## src/rtl/bus_arbiter.sv

```systemverilog
// Round-robin bus arbiter driving the registered 32-to-1 mux select code.
// Optional forced release after TIMEOUT_CYCLES of ownership: define BUS_ARB_TIMEOUT_EN.
//
// state | meaning
// IDLE  | no owner, searching for the next requester after last_idx
// SETUP | grant issued, waiting one cycle for the mux register to load
// OWN   | bus carries the granted source, bus_valid high
module bus_arbiter #(
  parameter int NUM_REQ        = 25,
  parameter int TIMEOUT_CYCLES = 16
) (
  input  logic               clk,
  input  logic               clear_n,
  input  logic [NUM_REQ-1:0] req,
  output logic [NUM_REQ-1:0] gnt,
  output logic [4:0]         select,
  output logic               bus_valid,
  output logic               busy,
  output logic               timeout_err
);

  if (NUM_REQ < 1 || NUM_REQ > 25 || TIMEOUT_CYCLES < 1) begin : g_cfg_err
    $error("bus_arbiter: NUM_REQ must be 1..25 and TIMEOUT_CYCLES at least 1");
  end

  typedef enum logic [1:0] {IDLE, SETUP, OWN} state_t;

  localparam logic [NUM_REQ-1:0] ONE = NUM_REQ'(1);

  state_t             state;
  logic [4:0]         idx;
  logic [4:0]         last_idx;
  logic [NUM_REQ-1:0] eligible;
  logic               found;
  logic [4:0]         win;
  logic [5:0]         sum;

  function automatic logic [4:0] sel_code(input logic [4:0] k);
    case (k)
      5'd0:    return 5'd1;
      5'd1:    return 5'd3;
      5'd2:    return 5'd2;
      default: return k + 5'd1;
    endcase
  endfunction

`ifdef BUS_ARB_TIMEOUT_EN
  localparam int CNT_W = (TIMEOUT_CYCLES > 1) ? $clog2(TIMEOUT_CYCLES) : 1;
  logic [CNT_W-1:0]   own_cnt;
  logic [NUM_REQ-1:0] blocked;
  logic               terr_q;

  // a source released by timeout stays masked until it drops its request
  assign eligible    = req & ~blocked;
  assign timeout_err = terr_q;
`else
  assign eligible    = req;
  assign timeout_err = 1'b0;
`endif

  assign busy = (state != IDLE);

  always_comb begin
    found = 1'b0;
    win   = '0;
    sum   = '0;
    for (int i = 0; i < NUM_REQ; i++) begin
      sum = {1'b0, last_idx} + 6'(i) + 6'd1;
      if (sum >= 6'(NUM_REQ)) sum = sum - 6'(NUM_REQ);
      if (!found && eligible[sum[4:0]]) begin
        found = 1'b1;
        win   = sum[4:0];
      end
    end
  end

  always_ff @(posedge clk or negedge clear_n) begin
    if (!clear_n) begin
      state     <= IDLE;
      idx       <= '0;
      last_idx  <= 5'(NUM_REQ - 1);
      gnt       <= '0;
      select    <= '0;
      bus_valid <= 1'b0;
`ifdef BUS_ARB_TIMEOUT_EN
      own_cnt   <= '0;
      blocked   <= '0;
      terr_q    <= 1'b0;
`endif
    end else begin
`ifdef BUS_ARB_TIMEOUT_EN
      terr_q  <= 1'b0;
      blocked <= blocked & req;
`endif
      case (state)
        IDLE: begin
          if (found) begin
            idx    <= win;
            gnt    <= ONE << win;
            select <= sel_code(win);
            state  <= SETUP;
          end
        end
        SETUP: begin
          if (req[idx]) begin
            bus_valid <= 1'b1;
            state     <= OWN;
`ifdef BUS_ARB_TIMEOUT_EN
            own_cnt   <= '0;
`endif
          end else begin
            gnt      <= '0;
            select   <= '0;
            last_idx <= idx;
            state    <= IDLE;
          end
        end
        OWN: begin
          if (!req[idx]) begin
            gnt       <= '0;
            select    <= '0;
            bus_valid <= 1'b0;
            last_idx  <= idx;
            state     <= IDLE;
          end
`ifdef BUS_ARB_TIMEOUT_EN
          else if (own_cnt == CNT_W'(TIMEOUT_CYCLES - 1)) begin
            gnt          <= '0;
            select       <= '0;
            bus_valid    <= 1'b0;
            last_idx     <= idx;
            blocked[idx] <= 1'b1;
            terr_q       <= 1'b1;
            state        <= IDLE;
          end else begin
            own_cnt <= own_cnt + 1'b1;
          end
`endif
        end
        default: state <= IDLE;
      endcase
    end
  end

endmodule

```

## config.mk

```make
export PLATFORM = sky130hd
export DESIGN_NAME = bus_arbiter
export DESIGN_NICKNAME = d
export VERILOG_FILES = /design/src/rtl/bus_arbiter.sv
export SDC_FILE = /design/constraint.sdc
export NUM_CORES = 1
export LEC_CHECK = 0
export CAP_MARGIN = 20
export CELL_PAD_IN_SITES_DETAIL_PLACEMENT = 0
export CELL_PAD_IN_SITES_GLOBAL_PLACEMENT = 1
export CORE_MARGIN = 4
export CORE_UTILIZATION = 30
export CTS_CLUSTER_DIAMETER = 50
export DETAILED_ROUTE_END_ITERATION = 8
export PLACE_DENSITY = 0.63
export SYNTH_ARGS = -nofsm -noshare
export SYNTH_HDL_FRONTEND = slang
export SYNTH_SLANG_ARGS = --single-unit
```

## constraint.sdc

```tcl
create_clock -name clk -period 8.8 [get_ports clk]
set_clock_uncertainty 0.2 [all_clocks]
set_input_delay 0.88 -clock clk [delete_from_list [all_inputs] [get_ports clk]]
set_output_delay 0.88 -clock clk [all_outputs]
set_load 0.05 [all_outputs]
```

Yosys cells after proc, flatten, opt, wreduce, memory -nomap -nowiden
Index checks and enable logic that the tools add are counted.

Flip-flop bits (word level): 43. Input port bits: 27. Output and inout bits: 33. Logic and storage cells: 341.

Add/subtract/negate cells: 74. Magnitude comparators: 51. Eq/ne operators: 8. Shift-type cells: 1. Mux-type cells: 141. Bitwise logic cells: 1. Reductions and logical operators: 59.

Operators with widths (count): $mux 5 (52); $lt 5x6->1 const B (26); $ge 6x5->1 const B (25); $add 6x1->6 const B (24); $bmux 1 s5 (26); $sub 5x5->5 const B (25); $add 5x5->6 const B (9); $mux 1 (53); $mux 25 (2); $pmux 25 s2 (1); $add 5x4->6 const B (8); $shl 1x5->25 const A (1); $add 5x3->6 const B (4); $logic_and 1x1->1 (24); $logic_not 1->1 (24); $pmux 5 s3 (1); $add 5x2->6 const B (2); $pmux 5 s2 (1); $ne 2x2->1 const B (4); $add 5x1->6 const B (1); $mux 2 (3); $pmux 2 s3 (1); $reduce_and 2->1 (3); $reduce_and 3->1 (2); other kinds (11) (13).

Logic depth before layout (Yosys ltp)
Depth in word-level cells: 82. Mapped depth: 38. Depth with buffers taken out: 23.

Worst setup path after synthesis
Ideal clock, no wire load.

Kind: register -> register. Start point: register last_idx[0]. End point: register select[2]. Setup time: 0.069 ns. Arrival time: 7.794 ns. Data required time: 8.531 ns. Setup slack: 0.737 ns. Cell stages (with the launch flop): 35. Path through: dfrtp_1 -> buf_2 -> buf_4 -> buf_4 -> buf_4 -> inv_4 -> buf_4 -> buf_2 -> buf_2 -> buf_2 -> buf_2 -> buf_1 -> ha_1 -> nand2b_1 -> buf_2 -> a41oi_4 -> mux2i_1 -> mux4_2 -> nand4_1 -> o21ai_1 -> or3_4 -> or4b_4 -> or3_4 -> buf_6 -> nor4_1 -> nand2_1 -> and4_1 -> nand3_1 -> a21o_1 -> and2_1 -> inv_1 -> ha_1 -> or3_1 -> nand4_1 -> a32o_1.

Cells in the longest elaborated chain, start to end: 82. Elaborated cells on any way between the ends: 280.

RTL lines: start, declared (RTL line 32) `logic [4:0] last_idx;`; start signal, assigned (RTL line 81) `last_idx <= 5'(NUM_REQ - 1);`; start signal, assigned (RTL line 114) `last_idx <= idx;`; start signal, assigned (RTL line 123) `last_idx <= idx;`; parallel branches: the longest is 77 deep, another holds $add 5x1->6; $mux 5 * (RTL line 70) `if (!found && eligible[sum[4:0]]) begin`; named net win[1] (RTL line 35) `logic [4:0] win;`; $add 5x1->5, or another cell as far along (RTL line 43) `default: return k + 5'd1;`; $pmux 5 s3 * (RTL line 39) `case (k)`; $mux 5 * (RTL line 97) `if (found) begin`; $pmux 5 s2 * (RTL line 95) `case (state)`; end signal, assigned (RTL line 100) `select <= sel_code(win);`; end, declared (RTL line 16) `output logic [4:0] select,`.

Mark *: on every way through the listed nets, which the timed path passes. The select of a mux whose other input is x is not followed. A chain may end at the register's enable or synchronous reset.

Worst setup path in the final report
Start point: register last_idx[2]. End point: register select[2].

The elaborated chain is that of the path after synthesis.

==> summary.md <==
| Metric | Value |
|---|---|
| Status | finished, final reports clean |
| Total GRT Usage | 39.8% |
| Tcrit/Tclk final | 95.6% |
| Final nets | 2730 |
| Seq/Total Area, Yosys | 5.79% |
| Final-report hold violation count | 0 |
| Port-buffer cells | 58 |
| DRC | 0 |
| Initial antenna violation count | 14 |
| Core Region | 61600 sq um |
| Cell taking the most area after synthesis | mux2i_1 |
| Largest net degree at the start of global routing | 109 |
| Starting Density | 30.2% |
| Final RePlAce weighted congestion | 1.13 |
| WP data arrival | 8.44 ns |
| Number of global-route vias before repair | 23.5k |
| Crit path required time | 8.83 ns |
| Via total after detailed routing | 25.3k |
| Critical Path Start Type | register |
| Share of cells above drive strength 1 | 15.6% |
| Detail Placement HPWL | 107000 um |
| Worst rel slew slack | 18.1% |
| Total grt overflow | 0 |
| H-tree depth | 2 |
| Clk sinks | 43 |
| Die X-Extent | 257 um |
| Fraction of registers with async set/reset | 100% |
| Max Slew Vio Count | 0 |
| Final setup violation count | 0 |
| Starting DRT DRC Count | 4037 |
| Post-layout min period | 8.42 ns |
| Layout area overhead | 13.5% |
| Synth Warn # | 0 |
| CTS Buffer Depth | 2 |
| Critical Path Sink Type | register |
| Clock Latency Late Sink | 0.29 ns |
| Max stage delay on crit path | 0.99 ns |
| Fin Setup TNS | 0 ns |
| Worst min-delay path category | register to register |
| Area contributors post-synth | mux2i_1 7.4%, mux4_2 7.0%, dfrtp_1 5.5% |
| Max_cap viols | 0 |
| Die area | 66100 sq um |
| Setup Crit Path Kind | register to register |
| Number of flops mapped to enable cells by yosys | 0 |
| First-pass GRT wire length | 190000 um |
| CP max stage cell | a21oi_1 |
| Post-synthesis cell area | 18600 sq um |
| Drt via density | 7.20 |
| CTS clock-pin slew for the worst setup and hold paths | 0.07 ns |
| FMAX | 119 MHz |
| # rows | 91 |
| Kind of cell adding the most delay to the critical path | compound AO/OA/AOI/OAI gates |
| Cts-stage hold buffer count | 0 |
| Die Y | 257 um |
| CTS tree | done |
| Wirelength per Cell | 39.6 um |
| Top_reg_cell synth | dfrtp_1 |
| Worst slew pin tran | 1.23 ns |
| Buffers & Inverters on Critical Path | 4 |
| CTS resizes | 0 |
| Post-Route WL | 139000 um |
| DRT Pass-1 Iters | 7 |
| CTS buffer count | 5 |
| Yosys cell types | 121 |
| RSZ-0062 raised after global routing | false |
| Root Driver | clkbuf_16 |
| Mapped Avg Cell Area | 7.12 sq um |
| ANT nets after route | 0 |
| Setup Buffers After CTS | 0 |
| Ports | 60 |
| Synth Instances | 2613 |
| Seq cells post-synth | 43 |
| CP cell instances | inv_1, ha_1, nand2b_1, a21oi_1, nor3_1, a32o_1, a221oi_1, mux2i_1, a2111oi_1, buf_4, o21ba_1, nand4b_1, buf_4, nor3_2, nand4_1, and4_1, nand3_1, a21o_1, and2_1, inv_1, ha_1, or3_1, nand4_1, a32o_1 |
| Yosys top cell area share | 7.37% |
| Post-Syn Nets | 2678 |
| CP max FO | 13 |
layout make-up:
class | instances | area (sq um)
Fill cell | 6655 | 40500
Timing Repair Buffer | 285 | 2310
Tap cell | 837 | 1050
Multi-Input combinational cell | 2266 | 16300
Clock buffer | 5 | 125
Inverter | 64 | 243
Sequential cell | 43 | 1080
Clock inverter | 3 | 43.8
Antenna cell | 9 | 22.5
state kept, by name, summed over array words and instances (netlist names):
| register | count |
|---|---|
| gnt | 25 |
| select | 5 |
| last_idx | 5 |
| bus_valid | 1 |
| state | 2 |
| idx | 5 |
worst paths after layout:
path	cells past startpoint	start	slack (ns)	end
max in group asynchronous	2	clear_n	7.50	idx[0]$_DFFE_PN0P_
worst min register to register	1	gnt[6]$_DFFE_PN0P_	0.30	gnt[6]$_DFFE_PN0P_
min in group asynchronous	1	clear_n	0.39	gnt[16]$_DFFE_PN0P_
worst max register to register	24	last_idx[2]$_DFFE_PN0P_	0.38	select[2]$_DFFE_PN0P_
worst max-delay path	24	last_idx[2]$_DFFE_PN0P_	0.38	select[2]$_DFFE_PN0P_
worst min-delay path	1	gnt[6]$_DFFE_PN0P_	0.30	gnt[6]$_DFFE_PN0P_
cells in the mapped netlist (22+ instances only):
master	n
a31oi_1	39
a211oi_1	54
a21oi_1	137
o21ai_0	153
nand4_1	40
mux2i_1	137
a21o_1	26
buf_2	67
a22o_1	22
mux2_2	29
and2_1	36
o22ai_1	33
mux4_2	58
xnor2_1	86
nand2_1	246
o211ai_1	49
nand3_1	68
o221ai_1	25
nor2b_1	43
and3_1	22
dfrtp_1	41
inv_1	55
a221oi_1	39
clkbuf_1	132
nor4_1	43
nand2b_1	36
nor3_1	95
o2111ai_1	25
nor2_1	227
ha_1	38
cell families (layout without fill, tap and decap cells):
logic type | after synthesis | in the layout | share of synthesized area [%]
and+or+nand+nor | 969 | 969 | 26.3
AOI/OAI and AO/OA | 932 | 932 | 36.8
adders and majority gates | 38 | 38 | 2.55
buffers and inverters | 304 | 357 | 7.11
xor gates and xnor gates | 102 | 102 | 5.27
DFF | 43 | 43 | 5.79
other | 1 | 10 | 0.0201
muxes | 224 | 224 | 16.1
layout by cell type (no fill, tap or decap), drive strengths merged, types with 18 or more instances in the layout:
cell           count
or3               18
clkdlybuf4s50     53
nand2b            38
o2111ai           25
inv               59
a31oi             42
mux2i            137
dfrtp             41
nor4              46
a21o              26
o22ai             33
a211oi            57
a221oi            43
ha                38
xnor2             93
o21ai            173
nor2             228
and3              22
mux4              58
o211ai            50
a21oi            140
o221ai            25
o32ai             21
mux2              29
a32o              19
and2              38
buf              232
nand4             40
nor2b             43
nand3             68
nand2            247
a22oi             21
a22o              22
nor3             100
per-layer routing:
metal / global-route usage, % / vias up / wire length, um / share of wire [%]
met1: 51.1 / 12400 / 53500 / 38
met3: 9.84 / 547 / 16100 / 12
met5: 0.950 / - / 185 / 0.13
li1: - / 10300 / - / -
met4: 25.2 / 16 / 11800 / 8.5
met2: 59.4 / 1999 / 57500 / 41
stage by stage:
step / std cells / area (sq um) / utilization, % / hold slack [ns] / setup slack (ns)
2_1_floorplan: 2613 / 18600 / - / 0.264 / 0.737
6_report: 3512 / 21100 / 34.3 / 0.302 / 0.383
5_1_grt: 3504 / 21100 / 34.3 / 0.332 / 0.0448
3_3_place_gp: 3491 / 20900 / 33.9 / 0.286 / 0.618
4_1_cts: 3501 / 21100 / 34.2 / 0.304 / 0.664
3_5_place_dp: 3493 / 20900 / 33.9 / 0.290 / 0.696
Power is not shown: default switching activity piles up to over one toggle a cycle in this logic, so the estimate is an artifact.
